`src/rtl/mac_dbl_accumulator.sv`:
```
// Multiply-accumulate stage: dot product of one row's element pairs,
// presented on a valid/ack handshake at double operand width.
module mac_dbl_accumulator #(
  parameter int DW     = 8,
  parameter int DW_DBL = 2 * DW,
  parameter int LEN_W  = 4
) (
  input  logic              clk,
  input  logic              rst,
  input  logic              start,
  input  logic [LEN_W-1:0]  row_len,
  input  logic [DW-1:0]     a_in,
  input  logic [DW-1:0]     b_in,
  input  logic              in_valid,
  output logic              in_ready,
  output logic [DW_DBL-1:0] acc_out,
  output logic              acc_valid,
  input  logic              acc_ack,
  output logic              ovf,
  output logic              busy
);

  typedef enum logic [1:0] {
    S_IDLE  = 2'd0,
    S_ACCUM = 2'd1,
    S_DONE  = 2'd2
  } state_t;

  state_t r_state;
  state_t w_next;

  logic [DW_DBL-1:0] r_acc;
  logic              r_ovf;
  logic [LEN_W-1:0]  r_cnt;
  logic [LEN_W-1:0]  r_len;

  logic              w_take_start;
  logic              w_beat;
  logic              w_last;
  logic [DW_DBL-1:0] w_prod;
  logic [DW_DBL:0]   w_sum;

  assign w_take_start = (r_state == S_IDLE) && start;
  assign w_beat       = (r_state == S_ACCUM) && in_valid;
  assign w_last       = (r_cnt == (r_len - LEN_W'(1)));
  assign w_prod       = DW_DBL'(a_in) * DW_DBL'(b_in);
  // Extra top bit captures the carry out of the accumulator.
  assign w_sum        = {1'b0, r_acc} + {1'b0, w_prod};

  always_ff @(posedge clk) begin
    if (!rst) begin
      r_state <= S_IDLE;
    end else begin
      r_state <= w_next;
    end
  end

  always_comb begin
    w_next = r_state;
    unique case (r_state)
      S_IDLE: begin
        if (start) begin
          w_next = (row_len == '0) ? S_DONE : S_ACCUM;
        end
      end
      S_ACCUM: begin
        if (w_beat && w_last) begin
          w_next = S_DONE;
        end
      end
      S_DONE: begin
        if (acc_ack) begin
          w_next = S_IDLE;
        end
      end
      default: w_next = S_IDLE;
    endcase
  end

  always_comb begin
    in_ready  = 1'b0;
    acc_valid = 1'b0;
    busy      = 1'b0;
    unique case (r_state)
      S_IDLE: begin
        busy = 1'b0;
      end
      S_ACCUM: begin
        in_ready = 1'b1;
        busy     = 1'b1;
      end
      S_DONE: begin
        acc_valid = 1'b1;
        busy      = 1'b1;
      end
      default: begin
        busy = 1'b0;
      end
    endcase
  end

  always_ff @(posedge clk) begin
    if (!rst) begin
      r_acc <= '0;
      r_ovf <= 1'b0;
      r_cnt <= '0;
      r_len <= '0;
    end else if (w_take_start) begin
      r_acc <= '0;
      r_ovf <= 1'b0;
      r_cnt <= '0;
      if (row_len != '0) begin
        r_len <= row_len;
      end
    end else if (w_beat) begin
      r_acc <= w_sum[DW_DBL-1:0];
      r_cnt <= r_cnt + LEN_W'(1);
      if (w_sum[DW_DBL]) begin
        r_ovf <= 1'b1;
      end
    end
  end

  assign acc_out = r_acc;
  assign ovf     = r_ovf;

endmodule

```
`config.mk`:
```
export PLATFORM = sky130hd
export DESIGN_NAME = mac_dbl_accumulator
export DESIGN_NICKNAME = d
export VERILOG_FILES = /design/src/rtl/mac_dbl_accumulator.sv
export SDC_FILE = /design/constraint.sdc
export NUM_CORES = 1
export LEC_CHECK = 0
export ABC_AREA = 1
export CAP_MARGIN = 20
export CORE_MARGIN = 2
export CORE_UTILIZATION = 53
export CTS_CLUSTER_DIAMETER = 150
export DETAILED_ROUTE_END_ITERATION = 10
export PLACE_DENSITY = 0.79
export RECOVER_POWER = 100
export SLEW_MARGIN = 0
export SYNTH_ARGS = -nofsm -noshare
export SYNTH_HDL_FRONTEND = slang
export SYNTH_SLANG_ARGS = --single-unit
export TNS_END_PERCENT = 5
```
`constraint.sdc`:
```
create_clock -name clk -period 4.05 [get_ports clk]
set_clock_uncertainty 0.15 [all_clocks]
set_input_delay 0.6075 -clock clk [delete_from_list [all_inputs] [get_ports clk]]
set_output_delay 0.6075 -clock clk [all_outputs]
set_load 0.005 [all_outputs]
```
==> out/metrics.yaml, run 1 <==
hold_path:
  min_path_type: "reg -> reg"
  min-delay-start: "ovf"
  hold_path_depth: 2
  whs_endpoint: "ovf"
route:
  route.vias.total: 3633
  drt_iter0_drc: 132
  wl_per_cell_um: 13.3
  drtPass1Iterations: 5
  via_per_inst: 4.86
  drc_errors: 0
  drt_wl_total_mm: 9.90
  ant_nets: 0
synth:
  synth-seq-cells: 27
  async_reset_ff_share_pct: 0
  yosysTopAreaCellShare_pct: 25.5
  synth_largest_area_cell: "fa_1"
  syn_area_mm2: 0.00401
  yosysMostFrequentCell: "inv_1"
  netlist_instances: 579
  synth_flop_cell: "dfxtp_1"
  yosys_warnings: 0
  synth_area_leaders: "fa_1 25%, inv_1 16%, dfxtp_1 13%, ha_1 13%, nand2_1 13%"
  syn_avg_cell_area_um2: 6.92
  ys_seq_area_share_pct: 13.5
  synth_fp_nets: 696
  synth.distinct_cells: 27
  synth_commonest_cells: "172 x inv_1, 136 x nand2_1, 51 x fa_1"
  synth_edf_count: 0
critical_path:
  worstSetupStartpointType: "input port"
  reg2reg_from: "acc_out[7]"
  critical_path_class: "in -> reg"
  crit_fanout: 4
  end_kind: "flip-flop"
  cp.arrival_ps: 4240
  reg2regPathDepth: 17
  r2r_setup_slack_ps: -10
  r2r_end: "acc_out[8]"
  crit_required_ps: 4090
global_routing:
  grt_pass1_wl_mm: 16.4
  antenna_found_initial: 0
  grt_pass1_vias: 3705
  grt_overflow: 0
  grt_start_max_net_pins: 22
  grt_use_total_pct: 23.7
floorplan:
  die_area_mm2: 0.00827
  die_h_um: 91.0
  start_util_pct: 55.0
  ios: 45
  die_x_um: 91.0
  core_area_mm2: 0.00729
  rows: 31
layout:
  seq_area_um2: 541
  multi_input_area_mm2: 0.00305
  fin_nets: 766
  diodes: 0
  drive_gt1_share_pct: 21.5
  area_growth_pct: 28.6
  nFillCells: 597
  final_util_pct: 70.7
timing:
  min_period_ps: 4200
  setup_ws_ps: -150
  final-hold-violation-count: 0
  finalMaxSlewViolations: 0
  setup_viol: 10
  finalCritPeriodShare_pct: 104
  max_freq_mhz: 238
  slew_headroom_pct: 47.1
  worstMarginPinSlew_ps: 792
  rsz0062_at_grt: "yes"
clocking:
  htree_levels: 1
  cts_buffers: 3
  insertion_delay_ps: 290
  cts_tree: "done"
  cts_num_sinks: 27
  cts.clk_slew.worst_paths_ps: 110
  clockRootBuffer: "clkbuf_8"
  clockBufferDepth: 2
status:
  outcome: "complete, but fails checks"
  failed_checks: "negative setup slack"
power:
  p_leak_nw: 2.97
  peakVddDrop_v: 0.000282
  powerDensity_mw_per_mm2: 500
job:
  drv_cap: 0
placement:
  dp_worst_setup_slack_ps: -882
  hpwl_mm: 7.78
  gp_congestion: 0.855
  port_buffers: 44
[sequential cells by signal, summed over array words and instances, names as in the netlist]
signal / flops
ovf: 1
r_len: 4
r_state: 2
acc_out: 16
r_cnt: 4
[worst max path at each step]
| stage | from | endpoint | slack, ps | depth (start not counted) |
|---|---|---|---|---|
| after global routing | a_in[3] | acc_out[8] | -270 | 21 |
| final | a_in[4] | acc_out[8] | -150 | 21 |
| after CTS | a_in[3] | acc_out[12] | -170 | 23 |
| after global placement | a_in[2] | acc_out[12] | -830 | 18 |
| after floorplan | a_in[5] | acc_out[10] | -70 | 20 |
| after detailed placement | a_in[2] | acc_out[12] | -880 | 18 |
[cells by family (layout without fill, tap and decap cells)]
group / count (synthesis) / in the layout / synth area share [%]
buffers and inverters: 195 / 264 / 19.0
xor gates and xnor gates: 6 / 6 / 1.31
adders and majority gates: 92 / 92 / 38.3
and+or+nand+nor: 205 / 205 / 20.7
AOI/OAI and AO/OA: 54 / 54 / 7.15
DFF: 27 / 27 / 13.5
[layout make-up]
type / count / area share [%]
flip-flops and latches: 27 / 10.5
clock buffers: 3 / 0.801
multi-input cells: 357 / 59.2
well taps: 99 / 2.40
clock inverters: 1 / 0.170
inverters: 174 / 12.7
repair buffers: 86 / 14.3
[metal layers]
metal  global-route usage, %  wire length (um)  vias to the layer above
li1                        -                 -                     1809
met1                    30.0              4180                     1702
met2                    43.6              5110                       93
met3                    1.99               322                       29
met4                    5.81               289                        0
met5                       0                 0                        -
[critical path, stage by stage]
cell and delay (ps):
buf_8 100, buf_6 110, nand2_2 60, inv_2 40, fa_1 530, inv_2 50
fa_1 490, inv_2 40, fa_1 500, inv_2 40, fa_1 500, inv_2 50
ha_4 240, nand2_4 90, nor2_2 40, nand2_1 80, nand3_2 130, buf_4 160
xor2_1 140, o21ai_1 160, inv_1 60
[power breakdown]
group	internal [mW]	switching, mW	total (mW)
registers	0.294	0.0214	0.315
logic	0.913	1.17	2.08
clock network	0.0727	0.104	0.176
[metrics by stage]
stage | hold slack [ps] | power (mW) | setup TNS (ps) | std cells | instance area [um^2]
5_1_grt | 356 | 2.79 | -2360 | 747 | 5150
2_1_floorplan | 305 | 1.61 | -349 | 579 | 4280
3_5_place_dp | 320 | 2.03 | -9420 | 734 | 4850
4_1_cts | 339 | 2.33 | -1040 | 747 | 4980
3_3_place_gp | 318 | 1.98 | -8720 | 734 | 4850
6_report | 320 | 2.58 | -828 | 747 | 5150
[placed cells by master (no fill, tap or decap), types with 10 or more instances in the layout]
cell type,count
nor2_1,33
dfxtp_1,27
ha_1,33
fa_1,45
nand2_2,14
o21ai_0,12
a21oi_1,20
nand3_1,11
inv_1,160
buf_4,40
nand2_1,120
dlygate4sd3_1,21
nand3_2,10
inv_2,14
[what timing repair did]
| item | in CTS | in global routing |
|---|---|---|
| hold buffers | 0 | 0 |
| gates resized for setup | 79 | 59 |
| setup endpoints to repair | 12 | 11 |
| setup buffers | 9 | 0 |
| pin swaps | 22 | 48 |
Power figures use the tool's default switching activity.
==> inputs of run 2 (changes only) <==
CORE_MARGIN = 4   (was 2)
==> run 2 against run 1 <==
Effect of this change: the flow still finishes with violations (negative setup slack); non-clock buffer count shrank 1; sequential power is essentially flat; routed wire length shrank 3.9%; critical endpoint is now acc_out[11]; largest cell class unchanged.
==> out/metrics.yaml, run 2 (synthesis gave the netlist of run 1 again) <==
global_routing:
  grt_use_total_pct: 22.2  # was 23.7%
  grt_pass1_vias: 3712  # was 3705
  grt_overflow: 0  # unchanged
  grt_pass1_wl_mm: 16.0  # was 16.4 mm
  grt_start_max_net_pins: 22  # unchanged
  antenna_found_initial: 0  # unchanged
layout:
  diodes: 0  # unchanged
  final_common_cell: "inv_1"  # unchanged
  drive_gt1_share_pct: 20.2  # was 21.5%
  fin_nets: 765  # was 766
  layout_common_cells: "160 x inv_1, 122 x nand2_1, 44 x fa_1"  # was 160 x inv_1, 120 x nand2_1, 45 x fa_1
  largest_reg_flops: 16  # unchanged
  area_growth_pct: 26.1  # was 28.6%
  instances_no_fill: 746  # was 747
power:
  powerDensity_mw_per_mm2: 484  # was 500 mW/mm^2
  p_leak_nw: 2.94  # was 2.97 nW
  power.total_mw: 2.45  # was 2.58 mW
  peakVddDrop_v: 0.000274  # was 0.000282 V
route:
  route.vias.total: 3602  # was 3633
  wl_per_cell_um: 12.8  # was 13.3 um
  drtPass1Iterations: 4  # was 5
  via_per_inst: 4.83  # was 4.86
  drt_wl_total_mm: 9.52  # was 9.90 mm
  drt_iter0_drc: 132  # unchanged
  drc_errors: 0  # unchanged
  ant_nets: 0  # unchanged
job:
  drv_cap: 0  # unchanged
critical_path:
  critical_path_class: "in -> reg"  # unchanged
  startpoint: "a_in[4]"  # unchanged
  crit_required_ps: 4100  # was 4090 ps
  reg2regPathDepth: 17  # unchanged
  end_kind: "flip-flop"  # unchanged
  worstSetupStartpointType: "input port"  # unchanged
  reg2reg_from: "acc_out[6]"  # was acc_out[7]
  crit_fanout: 4  # unchanged
  r2r_end: "acc_out[14]"  # was acc_out[8]
  cp.arrival_ps: 4250  # was 4240 ps
  r2r_setup_slack_ps: 10  # was -10 ps
  crit_end: "acc_out[11]"  # was acc_out[8]
floorplan:
  rows: 31  # unchanged
  die_h_um: 95.0  # was 91.0 um
  die_area_mm2: 0.00902  # was 0.00827 mm^2
  core_area_mm2: 0.00729  # unchanged
  die_x_um: 95.0  # was 91.0 um
  start_util_pct: 55.0  # unchanged
  ios: 45  # unchanged
clocking:
  clockRootBuffer: "clkbuf_8"  # unchanged
  cts_buffers: 3  # unchanged
  clockBufferDepth: 2  # unchanged
  cts_tree: "done"  # unchanged
  cts_num_sinks: 27  # unchanged
  cts.clk_slew.worst_paths_ps: 120  # was 110 ps
  htree_levels: 1  # unchanged
  insertion_delay_ps: 290  # about the same
placement:
  gp_congestion: 0.890  # was 0.855
  port_buffers: 44  # unchanged
  hpwl_mm: 7.86  # was 7.78 mm
  dp.cells: 733  # was 734
status:
  outcome: "complete, but fails checks"  # unchanged
  failed_checks: "negative setup slack"  # unchanged
timing:
  worstMarginPinSlew_ps: 778  # was 792 ps
  finalMaxSlewViolations: 0  # unchanged
  final-hold-violation-count: 0  # unchanged
  setup_viol: 9  # was 10
  max_freq_mhz: 238  # about the same
  min_period_ps: 4200  # about the same
  setup_ws_ps: -153  # was -150 ps
  rsz0062_at_grt: "yes"  # unchanged
  finalCritPeriodShare_pct: 104  # about the same
  slew_headroom_pct: 48.0  # was 47.1%
hold_path:
  min_path_type: "reg -> reg"  # unchanged
==> run 2: per-stage QoR <==
| step | hold WS, ps | setup WS (ps) | area [um^2] | utilization [%] | TNS (ps) |
|---|---|---|---|---|---|
| final | 320 | -153 | 5050 | 69.3 | -468 |
| after global placement | 314 | -856 | 4850 | 66.5 | -8720 |
| after CTS | 320 | -143 | 4980 | 68.3 | -587 |
| after global routing | 361 | -267 | 5050 | 69.3 | -2070 |
| after floorplan | 305 | -67.6 | 4280 | - | -349 |
| after detailed placement | 306 | -924 | 4850 | 66.5 | -9900 |
==> run 2: critical path, cell delays in order <==
cell and delay [ps]:
buf_2 90, buf_6 100, buf_4 110, nand2_2 60, fa_1 560, inv_2 50
fa_2 470, fa_1 510, inv_1 50, fa_1 500, inv_2 60, ha_4 270
a21oi_4 160, o21ai_2 80, buf_4 140, a21o_1 150, nand2_1 50, nand2_1 40
o21ai_1 130, inv_1 50
==> run 2: final cells by class <==
type                    count  area, um^2
flip-flops and latches     27         541
multi-input cells         357        2990
clock inverters             1        8.76
clock buffers               3        41.3
fillers                   600        2240
inverters                 174         653
well taps                  99         124
repair buffers             85         697
==> run 2: where the power goes <==
| part | total [mW] | switching (mW) | internal, mW | leakage, nW |
|---|---|---|---|---|
| combinational | 1.95 | 1.08 | 0.870 | 2.69 |
| sequential | 0.315 | 0.0209 | 0.294 | 0.219 |
| clock | 0.181 | 0.108 | 0.0729 | 0.0261 |
| total | 2.45 | 1.21 | 1.24 | 2.94 |
==> run 2: worst min-delay path by stage <==
stage	start	endpoint	slack [ps]	cells after the start
3_3_place_gp	ovf	ovf	310	2
5_1_grt	ovf	ovf	360	2
4_1_cts	ovf	ovf	320	2
3_5_place_dp	ovf	ovf	310	2
6_report	ovf	ovf	320	2
2_1_floorplan	ovf	ovf	310	2
==> run 2: repair_timing <==
item / 4_1_cts / 5_1_grt
pin swaps: 43 / 20
hold buffers: 0 / 0
gates resized for setup: 91 / 24
setup buffers: 7 / 2
setup endpoints to repair: 12 / 10
==> run 2: per-layer routing <==
metal | vias up | GRT usage, % | share of wire, % | wire length [um]
met5 | - | 0 | 0 | 0
met4 | 0 | 7.93 | 3.1 | 293
met3 | 28 | 1.83 | 3.2 | 307
met2 | 81 | 41.6 | 52 | 4980
met1 | 1688 | 26.3 | 41 | 3930
li1 | 1805 | - | - | -
==> inputs of run 3 (changes only) <==
CORE_MARGIN = not set   (was 4)
==> run 3 against run 2 <==
Effect of this change: the run still ends with negative setup slack left; clock power barely moved; sequential share of layout area fell by 0.23 points; combinational power rose by 6%; total power rose by 4.3%; utilization rose by 1.5 points; routed wire length rose by 4.2%; sequential cell count did not move; via count rose by 1.7%; cell count did not move; highest routed layer unchanged.
==> out/metrics.yaml, run 3 (synthesis gave the netlist of run 1 again) <==
critical_path:
  cp_cell_sequence: "buf_6 > buf_6 > nand2_2 > inv_2 > fa_1 > inv_1 > fa_1 > inv_1 > fa_1 > inv_2 > fa_1 > inv_2 > ha_4 > a21oi_4 > o21bai_4 > a21oi_2 > nor2_1 > nor2_1 > nand2_1 > nand2_1 > inv_1"  # was buf_2 > buf_6 > buf_4 > nand2_2 > fa_1 > inv_2 > fa_2 > fa_1 > inv_1 > fa_1 > inv_2 > ha_4 > a21oi_4 > o21ai_2 > buf_4 > a21o_1 > nand2_1 > nand2_1 > o21ai_1 > inv_1
  cp_common_cell: "fa_1"  # unchanged
  cp_slowest_stage_delay_ps: 500  # was 560 ps
  crit_required_ps: 4100  # about the same
  reg2reg_from: "acc_out[7]"  # was acc_out[6]
  worstSetupStartpointType: "input port"  # unchanged
  r2r_setup_slack_ps: -30  # was 10 ps
  end_kind: "flip-flop"  # unchanged
  crit_fanout: 5  # was 4
  cp.buffers_inverters: 8  # unchanged
  r2r_end: "acc_out[10]"  # was acc_out[14]
  crit_slowest_cell: "fa_1"  # unchanged
  cp.arrival_ps: 4220  # was 4250 ps
  crit_family: "adder cells"  # unchanged
  critical_path_class: "in -> reg"  # unchanged
  reg2regPathDepth: 17  # unchanged
timing:
  rsz0062_at_grt: "yes"  # unchanged
  final-hold-violation-count: 0  # unchanged
  slew_headroom_pct: 47.5  # was 48.0%
  finalMaxSlewViolations: 0  # unchanged
  max_freq_mhz: 240  # was 238 MHz
  min_period_ps: 4170  # was 4200 ps
  worstMarginPinSlew_ps: 785  # was 778 ps
  setup_viol: 9  # unchanged
  finalCritPeriodShare_pct: 103  # was 104%
  setup_ws_ps: -122  # was -153 ps
floorplan:
  ios: 45  # unchanged
  die_h_um: 89.0  # was 95.0 um
  rows: 31  # unchanged
  core_area_mm2: 0.00729  # unchanged
  die_x_um: 89.0  # was 95.0 um
  start_util_pct: 55.0  # unchanged
  die_area_mm2: 0.00791  # was 0.00902 mm^2
placement:
  port_buffers: 44  # unchanged
  gp_congestion: 0.888  # was 0.890
  hpwl_mm: 7.76  # was 7.86 mm
  dpl_cell_area_mm2: 0.00485  # about the same
route:
  via_per_inst: 4.91  # was 4.83
  drt_wl_total_mm: 9.91  # was 9.52 mm
  route.vias.total: 3665  # was 3602
  drtPass1Iterations: 4  # unchanged
  ant_nets: 0  # unchanged
  wl_per_cell_um: 13.3  # was 12.8 um
  drc_errors: 0  # unchanged
  drt_iter0_drc: 178  # was 132
clocking:
  clockBufferDepth: 2  # unchanged
  cts_buffers: 3  # unchanged
  cts.clk_slew.worst_paths_ps: 100  # was 120 ps
  cts_tree: "done"  # unchanged
  insertion_delay_ps: 300  # was 290 ps
  cts_num_sinks: 27  # unchanged
  clockRootBuffer: "clkbuf_8"  # unchanged
  htree_levels: 1  # unchanged
layout:
  final_util_pct: 70.8  # was 69.3%
  layout_common_cells: "158 x inv_1, 115 x nand2_1, 48 x fa_1"  # was 160 x inv_1, 122 x nand2_1, 44 x fa_1
  fin_nets: 765  # unchanged
  largest_reg_flops: 16  # unchanged
  finalInstanceArea_mm2: 0.00517  # was 0.00505 mm^2
  diodes: 0  # unchanged
  final_common_cell: "inv_1"  # unchanged
  area_growth_pct: 28.9  # was 26.1%
  drive_gt1_share_pct: 21.9  # was 20.2%
global_routing:
  grt_start_max_net_pins: 22  # unchanged
  antenna_found_initial: 0  # unchanged
  grt_pass1_vias: 3632  # was 3712
  grt_overflow: 0  # unchanged
  grt_pass1_wl_mm: 15.5  # was 16.0 mm
  grt_use_total_pct: 25.3  # was 22.2%
power:
  peakVddDrop_v: 0.000278  # was 0.000274 V
  p_leak_nw: 2.96  # was 2.94 nW
  powerDensity_mw_per_mm2: 494  # was 484 mW/mm^2
hold_path:
  hold_path_depth: 2  # unchanged
  min_path_type: "reg -> reg"  # unchanged
  min-delay-start: "ovf"  # unchanged
  whs_endpoint: "ovf"  # unchanged
job:
  drv_cap: 0  # unchanged
status:
  failed_checks: "negative setup slack"  # unchanged
  outcome: "complete, but fails checks"  # unchanged
[run 3: cell count changes in the layout (fill, tap and decap cells not counted), sizes merged]
| cell | change |
|---|---|
| dlygate4sd3 | -1 |
| buf | -4 |
| dlygate4sd2 | -1 |
| clkdlybuf4s50 | +1 |
| clkdlybuf4s15 | -1 |
| clkbuf | +6 |
[run 3: where the power goes]
| group | switching (mW) | internal, mW | leakage [nW] |
|---|---|---|---|
| clock network | 0.106 | 0.0728 | 0.0261 |
| registers | 0.0198 | 0.294 | 0.219 |
| logic | 1.17 | 0.892 | 2.71 |
| total | 1.30 | 1.26 | 2.96 |
[run 3: cell type report]
class,count,area (um^2)
Timing Repair Buffer,85,743
Fill cell,583,2130
Clock buffer,3,41.3
Tap cell,99,124
Clock inverter,1,8.76
Inverter,174,653
Sequential cell,27,541
Multi-Input combinational cell,357,3060
[run 3: per-stage QoR]
| stage | hold WS (ps) | std cells | power (mW) | TNS (ps) | worst slack [ps] |
|---|---|---|---|---|---|
| finish | 307 | 746 | 2.55 | -564 | -122 |
| global route | 322 | 746 | 2.77 | -1790 | -220 |
| CTS | 323 | 745 | 2.30 | -1220 | -198 |
| detailed placement | 300 | 734 | 2.05 | -9370 | -868 |
| global placement | 307 | 734 | 1.99 | -8670 | -846 |
| floorplan | 305 | 579 | 1.61 | -349 | -67.6 |
[run 3: worst max path at each step]
| stage | cells past startpoint | slack (ps) | endpoint | start |
|---|---|---|---|---|
| floorplan | 20 | -70 | acc_out[10] | a_in[5] |
| global placement | 18 | -850 | acc_out[12] | a_in[2] |
| detailed placement | 18 | -870 | acc_out[12] | a_in[2] |
| CTS | 23 | -200 | acc_out[12] | a_in[3] |
| global route | 20 | -220 | ovf | a_in[4] |
| finish | 21 | -120 | acc_out[10] | a_in[3] |
[run 3: worst reg2reg max path, delay by kind of cell, from the launching register on]
family | cells | cell delay, ps
buffers and inverters | 5 | 260
DFF | 1 | 360
AOI/OAI and AO/OA | 3 | 480
adders and majority gates | 5 | 2350
and+or+nand+nor | 4 | 390
[run 3: routing by layer]
layer | GRT usage (%) | vias up | wire length [um]
met2 | 47.9 | 91 | 5380
li1 | - | 1810 | -
met4 | 8.37 | 0 | 277
met5 | 0 | - | 0
met1 | 29.7 | 1731 | 3960
met3 | 2.86 | 33 | 293
[run 3: what timing repair did]
action	CTS	global route
pin swaps	19	64
hold buffers	0	0
endpoints found under the setup margin	12	11
gates resized for setup	77	83
setup buffers	7	2
